`src/rtl/riscv_div_arb_pkg.sv`:
```
// riscv_div_arb_pkg
// Shared definitions for the two-core divider arbiter: the control FSM state
// encoding and the default watchdog length used by riscv_div_arbiter.
package riscv_div_arb_pkg;

    // Default number of cycles a divide may spend between issue and writeback
    // before the arbiter gives up on it and reports a timeout.
    localparam int WDOG_CYCLES_DEFAULT = 40;

    typedef enum logic [1:0] {
        ST_IDLE  = 2'd0,
        ST_ISSUE = 2'd1,
        ST_WAIT  = 2'd2,
        ST_RESP  = 2'd3
    } arb_state_e;

endpackage

```
`src/rtl/riscv_rr_arb2.sv`:
```
// riscv_rr_arb2
// Two-way round-robin grant. A lone requester is always granted; when both
// request, the one that was not granted last wins. The priority pointer only
// moves when a grant is actually issued.
//
// Ports
//   clk_i    : clock, rising edge
//   rst_i    : asynchronous active-high reset (pointer favours requester 0)
//   en_i     : grants may be issued this cycle
//   req_i    : request vector, bit n = requester n
//   grant_o  : one-hot (or zero) grant vector, combinational
module riscv_rr_arb2 (
    input  logic       clk_i,
    input  logic       rst_i,
    input  logic       en_i,
    input  logic [1:0] req_i,
    output logic [1:0] grant_o
);

    // ptr_q names the requester that wins a tie.
    logic ptr_q;
    logic ptr_d;

    always_comb begin
        grant_o = 2'b00;
        if (en_i) begin
            if (req_i == 2'b11) begin
                grant_o = ptr_q ? 2'b10 : 2'b01;
            end else begin
                grant_o = req_i;
            end
        end
    end

    // After granting a requester, the tie goes to the other one next time.
    always_comb begin
        ptr_d = ptr_q;
        if (grant_o[0]) begin
            ptr_d = 1'b1;
        end else if (grant_o[1]) begin
            ptr_d = 1'b0;
        end
    end

    always_ff @(posedge clk_i or posedge rst_i) begin
        if (rst_i) begin
            ptr_q <= 1'b0;
        end else begin
            ptr_q <= ptr_d;
        end
    end

endmodule

```
`src/rtl/riscv_div_arbiter.sv`:
```
// riscv_div_arbiter
// Shares one iterative divider between two cores. A request is accepted in
// IDLE, issued to the divider for one cycle, then the arbiter waits for the
// writeback (or a watchdog expiry) and returns the result to the owning core.
// A core may flush its outstanding divide; the divider still runs to
// completion but the response is swallowed.
//
// Ports
//   clk_i, rst_i                        : clock / async active-high reset
//   reqN_valid_i, reqN_opcode_i,
//   reqN_ra_operand_i, reqN_rb_operand_i,
//   reqN_rd_idx_i                       : divide request from core N
//   reqN_accept_o                       : request taken this cycle
//   reqN_flush_i                        : core N discards its outstanding divide
//   respN_valid_o, respN_value_o,
//   respN_rd_idx_o, respN_timeout_o     : result returned to core N
//   div_valid_o, div_opcode_o,
//   div_ra_operand_o, div_rb_operand_o,
//   div_rd_idx_o                        : issue port towards the divider
//   div_wb_valid_i, div_wb_value_i      : writeback from the divider
module riscv_div_arbiter
    import riscv_div_arb_pkg::*;
#(
    parameter int WDOG_CYCLES = WDOG_CYCLES_DEFAULT
) (
    input  logic        clk_i,
    input  logic        rst_i,
    input  logic        req0_valid_i,
    input  logic [31:0] req0_opcode_i,
    input  logic [31:0] req0_ra_operand_i,
    input  logic [31:0] req0_rb_operand_i,
    input  logic [4:0]  req0_rd_idx_i,
    output logic        req0_accept_o,
    input  logic        req0_flush_i,
    output logic        resp0_valid_o,
    output logic [31:0] resp0_value_o,
    output logic [4:0]  resp0_rd_idx_o,
    output logic        resp0_timeout_o,
    input  logic        req1_valid_i,
    input  logic [31:0] req1_opcode_i,
    input  logic [31:0] req1_ra_operand_i,
    input  logic [31:0] req1_rb_operand_i,
    input  logic [4:0]  req1_rd_idx_i,
    output logic        req1_accept_o,
    input  logic        req1_flush_i,
    output logic        resp1_valid_o,
    output logic [31:0] resp1_value_o,
    output logic [4:0]  resp1_rd_idx_o,
    output logic        resp1_timeout_o,
    output logic        div_valid_o,
    output logic [31:0] div_opcode_o,
    output logic [31:0] div_ra_operand_o,
    output logic [31:0] div_rb_operand_o,
    output logic [4:0]  div_rd_idx_o,
    input  logic        div_wb_valid_i,
    input  logic [31:0] div_wb_value_i
);

    localparam int CntW = $clog2(WDOG_CYCLES + 1);

    arb_state_e        state_q,   state_d;
    logic [31:0]       opcode_q,  opcode_d;
    logic [31:0]       ra_q,      ra_d;
    logic [31:0]       rb_q,      rb_d;
    logic [4:0]        rdIdx_q,   rdIdx_d;
    logic              owner_q,   owner_d;
    logic              dropped_q, dropped_d;
    logic [CntW-1:0]   wdogCnt_q, wdogCnt_d;
    logic [31:0]       result_q,  result_d;
    logic              timeout_q, timeout_d;
    logic [1:0][31:0]  holdValue_q, holdValue_d;
    logic [1:0][4:0]   holdRdIdx_q, holdRdIdx_d;

    logic [1:0] grant;
    logic [1:0] respValid;
    logic       ownerFlush;
    logic       arbEn;

    // Accepts are also masked while reset is held so nothing is granted
    // before the FSM is released.
    assign arbEn = (state_q == ST_IDLE) && !rst_i;

    riscv_rr_arb2 u_rr_arb2 (
        .clk_i   (clk_i),
        .rst_i   (rst_i),
        .en_i    (arbEn),
        .req_i   ({req1_valid_i, req0_valid_i}),
        .grant_o (grant)
    );

    assign req0_accept_o = grant[0];
    assign req1_accept_o = grant[1];

    assign ownerFlush = owner_q ? req1_flush_i : req0_flush_i;

    always_comb begin
        state_d   = state_q;
        opcode_d  = opcode_q;
        ra_d      = ra_q;
        rb_d      = rb_q;
        rdIdx_d   = rdIdx_q;
        owner_d   = owner_q;
        dropped_d = dropped_q;
        wdogCnt_d = wdogCnt_q;
        result_d  = result_q;
        timeout_d = timeout_q;
        unique case (state_q)
            ST_IDLE: begin
                if (grant != 2'b00) begin
                    owner_d   = grant[1];
                    opcode_d  = grant[1] ? req1_opcode_i     : req0_opcode_i;
                    ra_d      = grant[1] ? req1_ra_operand_i : req0_ra_operand_i;
                    rb_d      = grant[1] ? req1_rb_operand_i : req0_rb_operand_i;
                    rdIdx_d   = grant[1] ? req1_rd_idx_i     : req0_rd_idx_i;
                    dropped_d = 1'b0;
                    state_d   = ST_ISSUE;
                end
            end
            ST_ISSUE: begin
                if (ownerFlush) begin
                    dropped_d = 1'b1;
                end
                wdogCnt_d = CntW'(1);
                state_d   = ST_WAIT;
            end
            ST_WAIT: begin
                if (ownerFlush) begin
                    dropped_d = 1'b1;
                end
                // A writeback in the expiry cycle still wins over the timeout.
                if (div_wb_valid_i) begin
                    result_d  = div_wb_value_i;
                    timeout_d = 1'b0;
                    state_d   = ST_RESP;
                end else if (wdogCnt_q == CntW'(WDOG_CYCLES)) begin
                    result_d  = 32'd0;
                    timeout_d = 1'b1;
                    state_d   = ST_RESP;
                end else begin
                    wdogCnt_d = wdogCnt_q + CntW'(1);
                end
            end
            ST_RESP: begin
                wdogCnt_d = '0;
                state_d   = ST_IDLE;
            end
            default: begin
                state_d = ST_IDLE;
            end
        endcase
    end

    // A flush arriving in the response cycle itself also suppresses delivery.
    assign respValid[0] = (state_q == ST_RESP) && !dropped_q && !owner_q && !req0_flush_i;
    assign respValid[1] = (state_q == ST_RESP) && !dropped_q &&  owner_q && !req1_flush_i;

    always_comb begin
        holdValue_d = holdValue_q;
        holdRdIdx_d = holdRdIdx_q;
        for (int n = 0; n < 2; n++) begin
            if (respValid[n]) begin
                holdValue_d[n] = result_q;
                holdRdIdx_d[n] = rdIdx_q;
            end
        end
    end

    always_ff @(posedge clk_i or posedge rst_i) begin
        if (rst_i) begin
            state_q     <= ST_IDLE;
            opcode_q    <= '0;
            ra_q        <= '0;
            rb_q        <= '0;
            rdIdx_q     <= '0;
            owner_q     <= 1'b0;
            dropped_q   <= 1'b0;
            wdogCnt_q   <= '0;
            result_q    <= '0;
            timeout_q   <= 1'b0;
            holdValue_q <= '0;
            holdRdIdx_q <= '0;
        end else begin
            state_q     <= state_d;
            opcode_q    <= opcode_d;
            ra_q        <= ra_d;
            rb_q        <= rb_d;
            rdIdx_q     <= rdIdx_d;
            owner_q     <= owner_d;
            dropped_q   <= dropped_d;
            wdogCnt_q   <= wdogCnt_d;
            result_q    <= result_d;
            timeout_q   <= timeout_d;
            holdValue_q <= holdValue_d;
            holdRdIdx_q <= holdRdIdx_d;
        end
    end

    assign div_valid_o      = (state_q == ST_ISSUE);
    assign div_opcode_o     = opcode_q;
    assign div_ra_operand_o = ra_q;
    assign div_rb_operand_o = rb_q;
    assign div_rd_idx_o     = rdIdx_q;

    assign resp0_valid_o   = respValid[0];
    assign resp0_value_o   = respValid[0] ? result_q : holdValue_q[0];
    assign resp0_rd_idx_o  = respValid[0] ? rdIdx_q  : holdRdIdx_q[0];
    assign resp0_timeout_o = respValid[0] & timeout_q;
    assign resp1_valid_o   = respValid[1];
    assign resp1_value_o   = respValid[1] ? result_q : holdValue_q[1];
    assign resp1_rd_idx_o  = respValid[1] ? rdIdx_q  : holdRdIdx_q[1];
    assign resp1_timeout_o = respValid[1] & timeout_q;

endmodule
```
`config.mk`:
```
export PLATFORM = sky130hd
export DESIGN_NAME = riscv_div_arbiter
export DESIGN_NICKNAME = d
export VERILOG_FILES = /design/src/rtl/riscv_div_arb_pkg.sv /design/src/rtl/riscv_rr_arb2.sv /design/src/rtl/riscv_div_arbiter.sv
export SDC_FILE = /design/constraint.sdc
export NUM_CORES = 1
export LEC_CHECK = 0
export ABC_AREA = 1
export CORE_AREA = 2 2 165 167
export CTS_CLUSTER_DIAMETER = 200
export DETAILED_ROUTE_END_ITERATION = 8
export DIE_AREA = 0 0 167 169
export MAX_ROUTING_LAYER = met4
export PLACE_DENSITY = 0.69
export SYNTH_ARGS = -nofsm -noshare
export SYNTH_HDL_FRONTEND = slang
export SYNTH_SLANG_ARGS = --single-unit
```
`constraint.sdc`:
```
create_clock -name clk_i -period 9.9 [get_ports clk_i]
set_input_delay 1.485 -clock clk_i [delete_from_list [all_inputs] [get_ports clk_i]]
set_output_delay 1.485 -clock clk_i [all_outputs]
set_load 0.02 [all_outputs]
```
======== Word level (Yosys, flattened, before mapping) ========
Cells that the tools add are included.
Widths: inputs -> output; s select.
word-level totals
  flip-flop bits (word level) ............. 219
  input port bits ......................... 241
  output and inout port bits .............. 182
  word-level logic and storage cells ...... 78
cells by class
  $add $sub $neg .......................... 1
  equal/unequal tests ..................... 10
  muxes and demuxes ....................... 28
  bitwise logic cells ..................... 2
  reduce and logical (&&, ||, !) cells .... 22
operators with widths
  kind                 count
  $mux 32              7
  $pmux 6 s3           1
  $mux 5               3
  $mux 2               6
  $mux 6               2
  $pmux 2 s4           1
  $mux 1               7
  $add 6x1->6 const B  1
  $eq 2x2->1 const B   3
  $eq 6x6->1 const B   1
  $logic_and 1x1->1    6
  $reduce_and 2->1     3
  $reduce_and 3->1     2
  $reduce_bool 2->1    3
  $logic_not 1->1      5
  $ne 2x1->1 const B   2
  $ne 2x2->1 const B   2
  $ne 3x3->1 const B   1
  $reduce_bool 3->1    1
  $and 1x1->1          2
  $eq 2x1->1 const B   1
  $logic_not 2->1      1
  $pmux 1 s2           1
  $reduce_or 2->1      1

======== Longest topological paths before layout ========
Gate-level depths: netlist of the first run.
  depth after elaboration ................. 6
  depth in mapped cells ................... 10
  depth with buffers taken out ............ 10

======== Modules after synthesis ========
Synthesis of the first run repeated with hierarchy kept, for this count alone.
second synthesis, totals
  cells, all modules ...................... 1,042
  area, all modules ....................... 9,140.0 µm²
modules (own cells, without submodules)
  module             times used  cells each  area each (µm²)  seq. area each (µm²)
  riscv_div_arbiter  1           1,029       9,064.9          5,455.2
  riscv_rr_arb2      1           13          75.1             25.0

======== Worst setup path before layout of the first run ========
Ideal clock, no wire load.
  path type ............................... input to output
  from .................................... input port req1_flush_i
  to ...................................... output port resp1_value_o[13]
  arrival ................................. 2.558 ns
  data required time ...................... 8.415 ns
  setup slack ............................. 5.857 ns
  cell stages on the path ................. 5
  buffers on the path ..................... 2
  cells stage by stage .................... nor2_1 -> nand2_1 -> buf_2 -> clkbuf_1 -> o21ai_0
between the ends
  cells in the longest elaborated chain, start to end .. 3
RTL lines
  item               RTL line                  RTL
  start, declared    riscv_div_arbiter.sv:45   input logic req1_flush_i,
  $logic_not 1->1    riscv_div_arbiter.sv:155  assign respValid[1] = (state_q == ST_RESP) && !dropped_q && owner_q && !req1_flush_i;
  $logic_and 1x1->1  riscv_div_arbiter.sv:155
  $mux 32            --
  end, declared      riscv_div_arbiter.sv:47   output logic [31:0] resp1_value_o,
No other way between the ends.

======== Final worst setup path of the first run ========
  from .................................... input port req0_flush_i
  to ...................................... output port resp0_value_o[10]
between the ends
  cells in the longest elaborated chain, start to end .. 3
RTL lines
  item               RTL line                  RTL
  start, declared    riscv_div_arbiter.sv:34   input logic req0_flush_i,
  $logic_not 1->1    riscv_div_arbiter.sv:154  assign respValid[0] = (state_q == ST_RESP) && !dropped_q && !owner_q && !req0_flush_i;
  $logic_and 1x1->1  riscv_div_arbiter.sv:154
  $mux 32            --
  end, declared      riscv_div_arbiter.sv:36   output logic [31:0] resp0_value_o,
No other way between the ends.

==> impl_metrics.ini, run 1 <==
[cts]
cts_setup_buffers = 0
htreeDepth = 1
cts_root_buffer = clkbuf_16
clk_latency_ns = 0.52
ctsResizeCount = 0
clockBufferDepth = 3
clk_pin_slew_ns = 0.06
ctsHoldBuffers = 0
clock_sinks = 219
cts_buffers = 25
cts_tree = done

[place]
placed_area_mm2 = 0.0136
numPortBuffers = 422
post-place-cells = 1743
pre_cts_ws_ns = 4.45
dp_hpwl_um = 22300
place.gp.congestion = 0.870

[timing]
fin_tns_setup_ns = 0
setup_viol = 0
hold_viol = 0
max_freq_mhz = 182
timing.final.crit_period_ns = 5.51
tightestPinTransition_ns = 1.18
min_period_over_period_pct = 55.6
drv_slew = 0
relSlewSlack_pct = 21.1
fin_ws_ns = 4.39
finClkSkew_ns = 0.0150
timing.hold.ws_ns = 0.493
rsz0062_at_grt = false

[synthesis]
synthDistinctLibCells = 20
ys_ff_latch = 219
synth.avg_cell_area_um2 = 8.83
ys_seq_area_share_pct = 59.4
synth_nets = 1292
postSynthCellCount = 1044
syn_area_mm2 = 0.00922
yosys_warnings = 0

[cells_and_area]
area_growth_pct = 56.0
fin_util_pct = 54.3
final_cell_area_mm2 = 0.0144
nets = 1677
fin_cells = 1790
drive_above_1_share_pct = 3.88

[power]
finalPower_mw = 4.36
p_leak_nw = 6.19
power_density_mw_per_mm2 = 303
ir_drop_mv = 0.208

[setup_path]
critPathLaunchType = input port
crit_type = input port to primary output
endpoint_kind = primary output
cp_max_fo = 76
cp.required_ns = 8.42
cp_data_arrival_time_ns = 4.02

[floorplanning]
core_mm2 = 0.0265
die_y_um = 169
die_w_um = 167
dieArea_mm2 = 0.0282
io_pins = 423
rows = 60
start_util_pct = 34.8

[drt]
drc_errors = 0
vias = 8667
antenna_left = 0
wl_per_cell_um = 17.5
drt_wl_total_um = 31300
drt-pass1-iter-count = 5
viasPerCell = 4.84
drtIter0Drc = 751

[global_routing]
grtUsageTotal_pct = 22.2
grt_pass1_wl_um = 48400
grt_max_degree = 105
overflow = 0
antenna_found_initial = 4
grt_pass1_vias = 8589

[min_path]
hold_class = flip-flop to flip-flop

[status]
status = finished, final reports clean

[run]
cap_viol_max_count = 0
-- final timing paths --
path | startpoint | to | slack, ns | cells after the start
hold / removal | holdRdIdx_q[8] | holdRdIdx_q[8] | 0.49 | 2
setup / recovery | req0_flush_i | resp0_value_o[10] | 4.39 | 5
min in group asynchronous | rst_i | div_rb_operand_o[6] | 1.53 | 2
setup reg to reg | state_q[1] | div_ra_operand_o[28] | 6.96 | 8
hold reg to reg | holdRdIdx_q[8] | holdRdIdx_q[8] | 0.49 | 2
max in group asynchronous | rst_i | div_opcode_o[29] | 6.98 | 3
-- logic make-up (layout without fill, tap and decap cells) --
logic type / count (synthesis) / after routing / synth area share (%)
adder cells (fa/ha/maj): 7 / 7 / 0.950
AND/OR/NAND/NOR: 465 / 465 / 19.6
buffers and inverters: 131 / 532 / 6.43
AO/OA/AOI/OAI: 221 / 221 / 13.5
other: 0 / 4 / 0
flip-flops: 219 / 219 / 59.4
XOR/XNOR: 1 / 1 / 0.0950
-- layout by cell type, fill, tap and decap left out, types with 5 or more instances in the layout --
cell type and count:
clkdlybuf4s50_1 422, nand2_1 308, dfrtp_1 219, o21ai_0 116
nor2_1 113, a31oi_1 101, inv_1 54, nand3_1 39
clkbuf_16 25, clkbuf_8 8, buf_4 8, ha_1 7
clkbuf_1 5
-- state kept, by name (all words and copies together) (netlist names) --
signal / flops
state_q: 2
holdValue_q: 64
timeout_q: 1
dropped_q: 1
owner_q: 1
u_rr_arb2.ptr_q: 1
result_q: 32
div_ra_operand_o: 32
holdRdIdx_q: 10
div_rb_operand_o: 32
div_opcode_o: 32
div_rd_idx_o: 5
wdogCnt_q: 6
-- area by class of cell --
cell class	count	area, µm²
antenna	4	10.0
clock buffer	38	754
clock inverter	5	31.3
fill	2421	12100
inverter	59	235
multi-input combinational	694	3160
sequential	219	5480
tap	341	427
timing repair buffer	430	4280
-- Yosys cell counts --
cell type	instances	share of area (%)
a21boi_0	1	0.081
ha_1	7	0.95
nand2_1	310	13
o21bai_1	1	0.081
clkbuf_1	21	0.85
nand3b_1	1	0.081
inv_1	55	2.2
a21oi_1	1	0.054
buf_2	36	2.0
inv_2	4	0.16
nor2_1	113	4.6
xor2_1	1	0.095
a31oi_1	101	6.9
nor2_4	1	0.12
nand3_2	1	0.11
dfrtp_1	219	59
o21ai_0	116	6.3
o21ai_2	1	0.095
buf_4	15	1.2
nand3_1	39	2.1
-- per-layer routing --
metal | GRT usage (%) | vias up | part of all wire, %
li1 | - | 4184 | -
met1 | 26.2 | 4083 | 39
met2 | 35.6 | 346 | 48
met3 | 8.18 | 54 | 9.7
met4 | 6.86 | 0 | 3.0
met5 | - | - | 0
-- critical path, stage by stage --
cell and delay, ns:
clkdlybuf4s50_1 0.40, nor2_1 0.16, nand2_2 0.65, o21ai_0 0.59
clkdlybuf4s50_1 0.68
-- power by group --
part	internal [mW]	switching, mW	total (mW)
Combinational	0.883	1.13	2.01
Clock	0.521	0.361	0.883
Sequential	1.29	0.175	1.46
Note: power is estimated with default switching activity, not from simulation.
==> inputs of run 2 (changes only) <==
- CORE_AREA: 2 2 165 167 -> 2 2 164 166
- DIE_AREA: 0 0 167 169 -> 0 0 166 168
- PLACE_DENSITY: 0.69 -> 0.73
- clock period: 9.9 -> 5.04 ns (I/O delays scaled with it)
==> run 2 against run 1 <==
  * Largest cell class unchanged
  * Die area down 1.2%
  * Via count up 1.1%
  * Clock skew up 0.0075 ns
  * Routed wire length down 0.88%
  * Worst hold slack better by 0.0037 ns
  * Utilization up 0.61 points
  * Non-clock buffer count up 1
  * Count of clock-buffer cells in the layout down 2
  * Total power up 100%
==> impl_metrics.ini, run 2 (synthesis results as in run 1) <==
[power]
power_density_mw_per_mm2 = 602
pwr-share-clk_pct = 21.3
pwr-share-comb_pct = 45.7
p_leak_nw = 6.22
seqPwrFrac_pct = 33.0
ir_drop_mv = 0.434
p_switching_mw = 3.34
p_int_mw = 5.37
switching_share_pct = 38.3

[place]
place.gp.congestion = 0.860
post-place-cells = 1744
numPortBuffers = 422
dp_hpwl_um = 21600

[timing]
max_freq_mhz = 245
fin_tns_setup_ns = 0
relSlewSlack_pct = 29.9
drv_slew = 0
timing.final.crit_period_ns = 4.08
rsz0062_at_grt = false
setup_viol = 0
finClkSkew_ns = 0.0225
min_period_over_period_pct = 81.0
hold_viol = 0
tightestPinTransition_ns = 1.05

[min_path]
hp-start = holdValue_q[9]
hold_class = flip-flop to flip-flop
min_to = holdValue_q[9]
holdPathStages = 2

[setup_path]
cp_max_fo = 58
r2r_end = div_opcode_o[30]
cp.required_ns = 4.28
crit_type = input port to primary output
rr_worst_depth = 9
critPathLaunchType = input port
endpoint_kind = primary output
cp_data_arrival_time_ns = 3.32
worstReg2RegStart = state_q[0]
r2r_slack_ns = 2.22
setup.worst_path.start = req1_flush_i

[cts]
ctsResizeCount = 0
cts_setup_buffers = 0
clockBufferDepth = 3
cts_buffers = 26
htreeDepth = 1
clk_pin_slew_ns = 0.06
cts_root_buffer = clkbuf_16
clock_sinks = 219
ctsHoldBuffers = 0
clk_latency_ns = 0.54
cts_tree = done

[cells_and_area]
fin_cells = 1795
final_common_cell = clkdlybuf4s50_1
area_growth_pct = 56.8
drive_above_1_share_pct = 4.07
top_register = holdValue_q
mostFrequentLayoutCells = clkdlybuf4s50_1 (422), nand2_1 (308), dfrtp_1 (219), o21ai_0 (116), nor2_1 (113)
largest_register_ffs = 64
nets = 1679
fillers = 2354

[global_routing]
grt_pass1_wl_um = 48100
grt_pass1_vias = 8562
grt_max_degree = 133
overflow = 0
antenna_found_initial = 4
grtUsageTotal_pct = 22.1

[drt]
drt-pass1-iter-count = 7
viasPerCell = 4.88
drtIter0Drc = 706
wl_per_cell_um = 17.3
drt_wl_total_um = 31000
vias = 8759
drc_errors = 0
antenna_left = 0

[status]
status = finished, final reports clean

[floorplanning]
die_w_um = 166
io_pins = 423
start_util_pct = 35.0
dieArea_mm2 = 0.0279
rows = 60
core_mm2 = 0.0264
die_y_um = 168

[run]
cap_viol_max_count = 0
## run 2: final cells by class
class                           instances  area, µm²  area share, %
Sequential cell                       219       5480           37.9
Antenna cell                            4       10.0         0.0692
Inverter                               59        231           1.60
Timing Repair Buffer                  431       4320           29.8
Tap cell                              341        427           2.95
Clock buffer                           36        718           4.97
Multi-Input combinational cell        694       3160           21.9
Clock inverter                         11        119          0.822
## run 2: through the flow
step	setup slack [ns]	area [µm²]	hold WS [ns]	total power [mW]	util [%]
finish	0.960	14500	0.496	8.70	54.9
global route	0.769	14500	0.517	9.22	54.9
CTS	0.986	14500	0.500	8.77	54.9
detailed placement	1.03	13600	0.484	6.86	51.7
global placement	1.14	13600	0.477	6.80	51.7
floorplan	1.43	9230	0.490	4.94	-
## run 2: worst max-delay path, cell delays in order
cell	delay, ns
clkdlybuf4s50_1	0.40
nor2_1	0.18
nand2_2	0.54
buf_4	0.44
o21ai_0	0.29
clkdlybuf4s50_1	0.68
## run 2: power groups by stage
stage	clock, mW	combinational, mW	sequential, mW
floorplan	0	1.61	3.34
global placement	0	3.93	2.87
detailed placement	0	3.98	2.89
CTS	1.90	4.00	2.87
global route	1.96	4.29	2.96
finish	1.85	3.98	2.87
## run 2: worst max-delay path by stage
| stage | end |
|---|---|
| floorplan | div_opcode_o[0] |
| detailed placement | resp1_value_o[1] |
| CTS | resp1_value_o[1] |
| global placement | resp1_value_o[6] |
| finish | resp1_value_o[1] |
| global route | resp1_value_o[7] |
## run 2: routing by layer
metal  share of wire [%]  track usage (%)  vias up
met5                   0                -        -
met4                 3.6             7.86        0
met3                 8.7             6.61       67
met2                  46             34.7      374
met1                  42             27.3     4128
li1                    -                -     4190
==> inputs of run 3 (changes only) <==
- CORE_AREA: 2 2 164 166 -> 2 2 165 167
- DIE_AREA: 0 0 166 168 -> 0 0 167 169
- PLACE_DENSITY: 0.73 -> 0.69
- clock period: 5.04 -> 3.86 ns (I/O delays scaled with it)
==> run 3 against run 2 <==
  * Via count grew 0.23%
  * Critical path depth up 1
  * Global-route usage increased by 1.1 points
  * Die area grew 1.2%
  * First-iteration DRC count shrank 10%
  * Utilization up 0.13 points
  * Clock skew fell by 0.015 ns
  * Register-to-register slack got worse by 0.93 ns
  * Total power increased by 30%
  * Non-clock buffer count is 11 higher
  * Critical endpoint is now resp0_value_o[6]
==> impl_metrics.ini, run 3 (synthesis results as in run 1) <==
[timing]
timing.final.crit_period_ns = 3.61
finClkSkew_ns = 0.00795
max_freq_mhz = 277
min_period_over_period_pct = 93.5
fin_tns_setup_ns = 0
hold_viol = 0
drv_slew = 0
relSlewSlack_pct = 54.9
tightestPinTransition_ns = 0.675
rsz0062_at_grt = false
setup_viol = 0

[power]
power_density_mw_per_mm2 = 777
p_int_mw = 6.98
seqPwrFrac_pct = 33.0
pwr-share-clk_pct = 20.7
ir_drop_mv = 0.504
switching_share_pct = 38.4
p_leak_nw = 6.29
pwr-share-comb_pct = 46.2
p_switching_mw = 4.36

[place]
numPortBuffers = 422
placed_area_mm2 = 0.0137
dp_hpwl_um = 23500
place.gp.congestion = 0.859

[global_routing]
antenna_found_initial = 9
grtUsageTotal_pct = 23.2
grt_pass1_wl_um = 50200
grt_pass1_vias = 8778
grt_max_degree = 77
overflow = 0

[cts]
cts_tree = done
cts_buffers = 26
htreeDepth = 1
clock_sinks = 219
clk_latency_ns = 0.53
clk_pin_slew_ns = 0.06
clockBufferDepth = 3
cts_root_buffer = clkbuf_16

[setup_path]
rr_worst_depth = 9
endpoint_kind = primary output
cp.required_ns = 3.28
r2r_end = div_ra_operand_o[16]
crit_type = flip-flop to primary output
r2r_slack_ns = 1.29
cp_max_fo = 50
setup.worst_path.start = state_q[0]
cp_data_arrival_time_ns = 3.03
worstReg2RegStart = state_q[0]
critPathLaunchType = flip-flop

[floorplanning]
rows = 60
io_pins = 423
dieArea_mm2 = 0.0282
die_y_um = 169
core_mm2 = 0.0265
die_w_um = 167
start_util_pct = 34.8

[drt]
wl_per_cell_um = 18.0
drt-pass1-iter-count = 6
wl_met2_um = 15400
antenna_left = 0
drc_errors = 0
dr_wl_met3_um = 3100
drtIter0Drc = 632
drt_wl_total_um = 32500
wl_met1_um = 12600
vias = 8779
top_layer = met4
viasPerCell = 4.86

[status]
status = finished, final reports clean

[cells_and_area]
largest_register_ffs = 64
area_growth_pct = 58.1
multi_input_area_mm2 = 0.00317
fillers = 2442
nets = 1690
top_register = holdValue_q
seqCellArea_mm2 = 0.00548
final_common_cell = clkdlybuf4s50_1
drive_above_1_share_pct = 4.53
final_cell_area_mm2 = 0.0146
mostFrequentLayoutCells = clkdlybuf4s50_1 (422), nand2_1 (308), dfrtp_1 (219), o21ai_0 (116), nor2_1 (113)

[min_path]
hold_class = flip-flop to flip-flop
holdPathStages = 2
min_to = holdValue_q[52]
hp-start = holdValue_q[52]

[run]
cap_viol_max_count = 0
## run 3: worst max-delay path, cell delays in order, from the launching register on
cell and delay, ns:
dfrtp_1 0.40, ha_1 0.17, inv_1 0.05, nor2_1 0.22
nand2_2 0.35, buf_12 0.30, o21ai_0 0.27, clkdlybuf4s50_1 0.70
## run 3: cell type report
type / count / share of cell area [%]
sequential: 219 / 37.6
timing repair buffer: 442 / 30.5
multi-input combinational: 694 / 21.7
clock buffer: 38 / 5.05
tap: 341 / 2.93
inverter: 59 / 1.59
clock inverter: 6 / 0.472
antenna: 9 / 0.154
## run 3: what timing repair did
item / 4_1_cts / 5_1_grt
setup endpoints to repair: 0 / 8
resized for setup: 0 / 1
hold buffers: 0 / 0
setup buffers: 0 / 0
## run 3: power by group through the flow
stage	combinational, mW	sequential [mW]	clock [mW]
after floorplan	2.10	4.36	0
after global placement	5.20	3.74	0
after detailed placement	5.26	3.76	0
after CTS	5.28	3.75	2.40
after global routing	5.70	3.86	2.49
final	5.24	3.74	2.35
## run 3: worst max-delay path by stage
stage | end | slack, ns
finish | resp0_value_o[6] | 0.25
global route | resp0_value_o[6] | 0.009
CTS | resp1_value_o[6] | 0.18
detailed placement | resp1_value_o[31] | 0.44
global placement | resp1_value_o[22] | 0.48
floorplan | div_opcode_o[0] | 0.43
## run 3: metrics by stage
step	util, %	setup slack (ns)	hold slack, ns	total power [mW]	instances
after global routing	55.0	0.00851	0.510	12.0	1808
after floorplan	-	0.427	0.490	6.45	1044
final	55.0	0.252	0.495	11.3	1808
after global placement	51.9	0.483	0.475	8.94	1755
after CTS	54.9	0.184	0.496	11.4	1799
after detailed placement	51.9	0.440	0.483	9.02	1755
## run 3: metal layers
layer  up-vias  global-route usage (%)
li1       4224                       -
met3        79                    7.88
met4         0                    9.78
met2       360                    37.0
met5         -                       -
met1      4116                    26.8
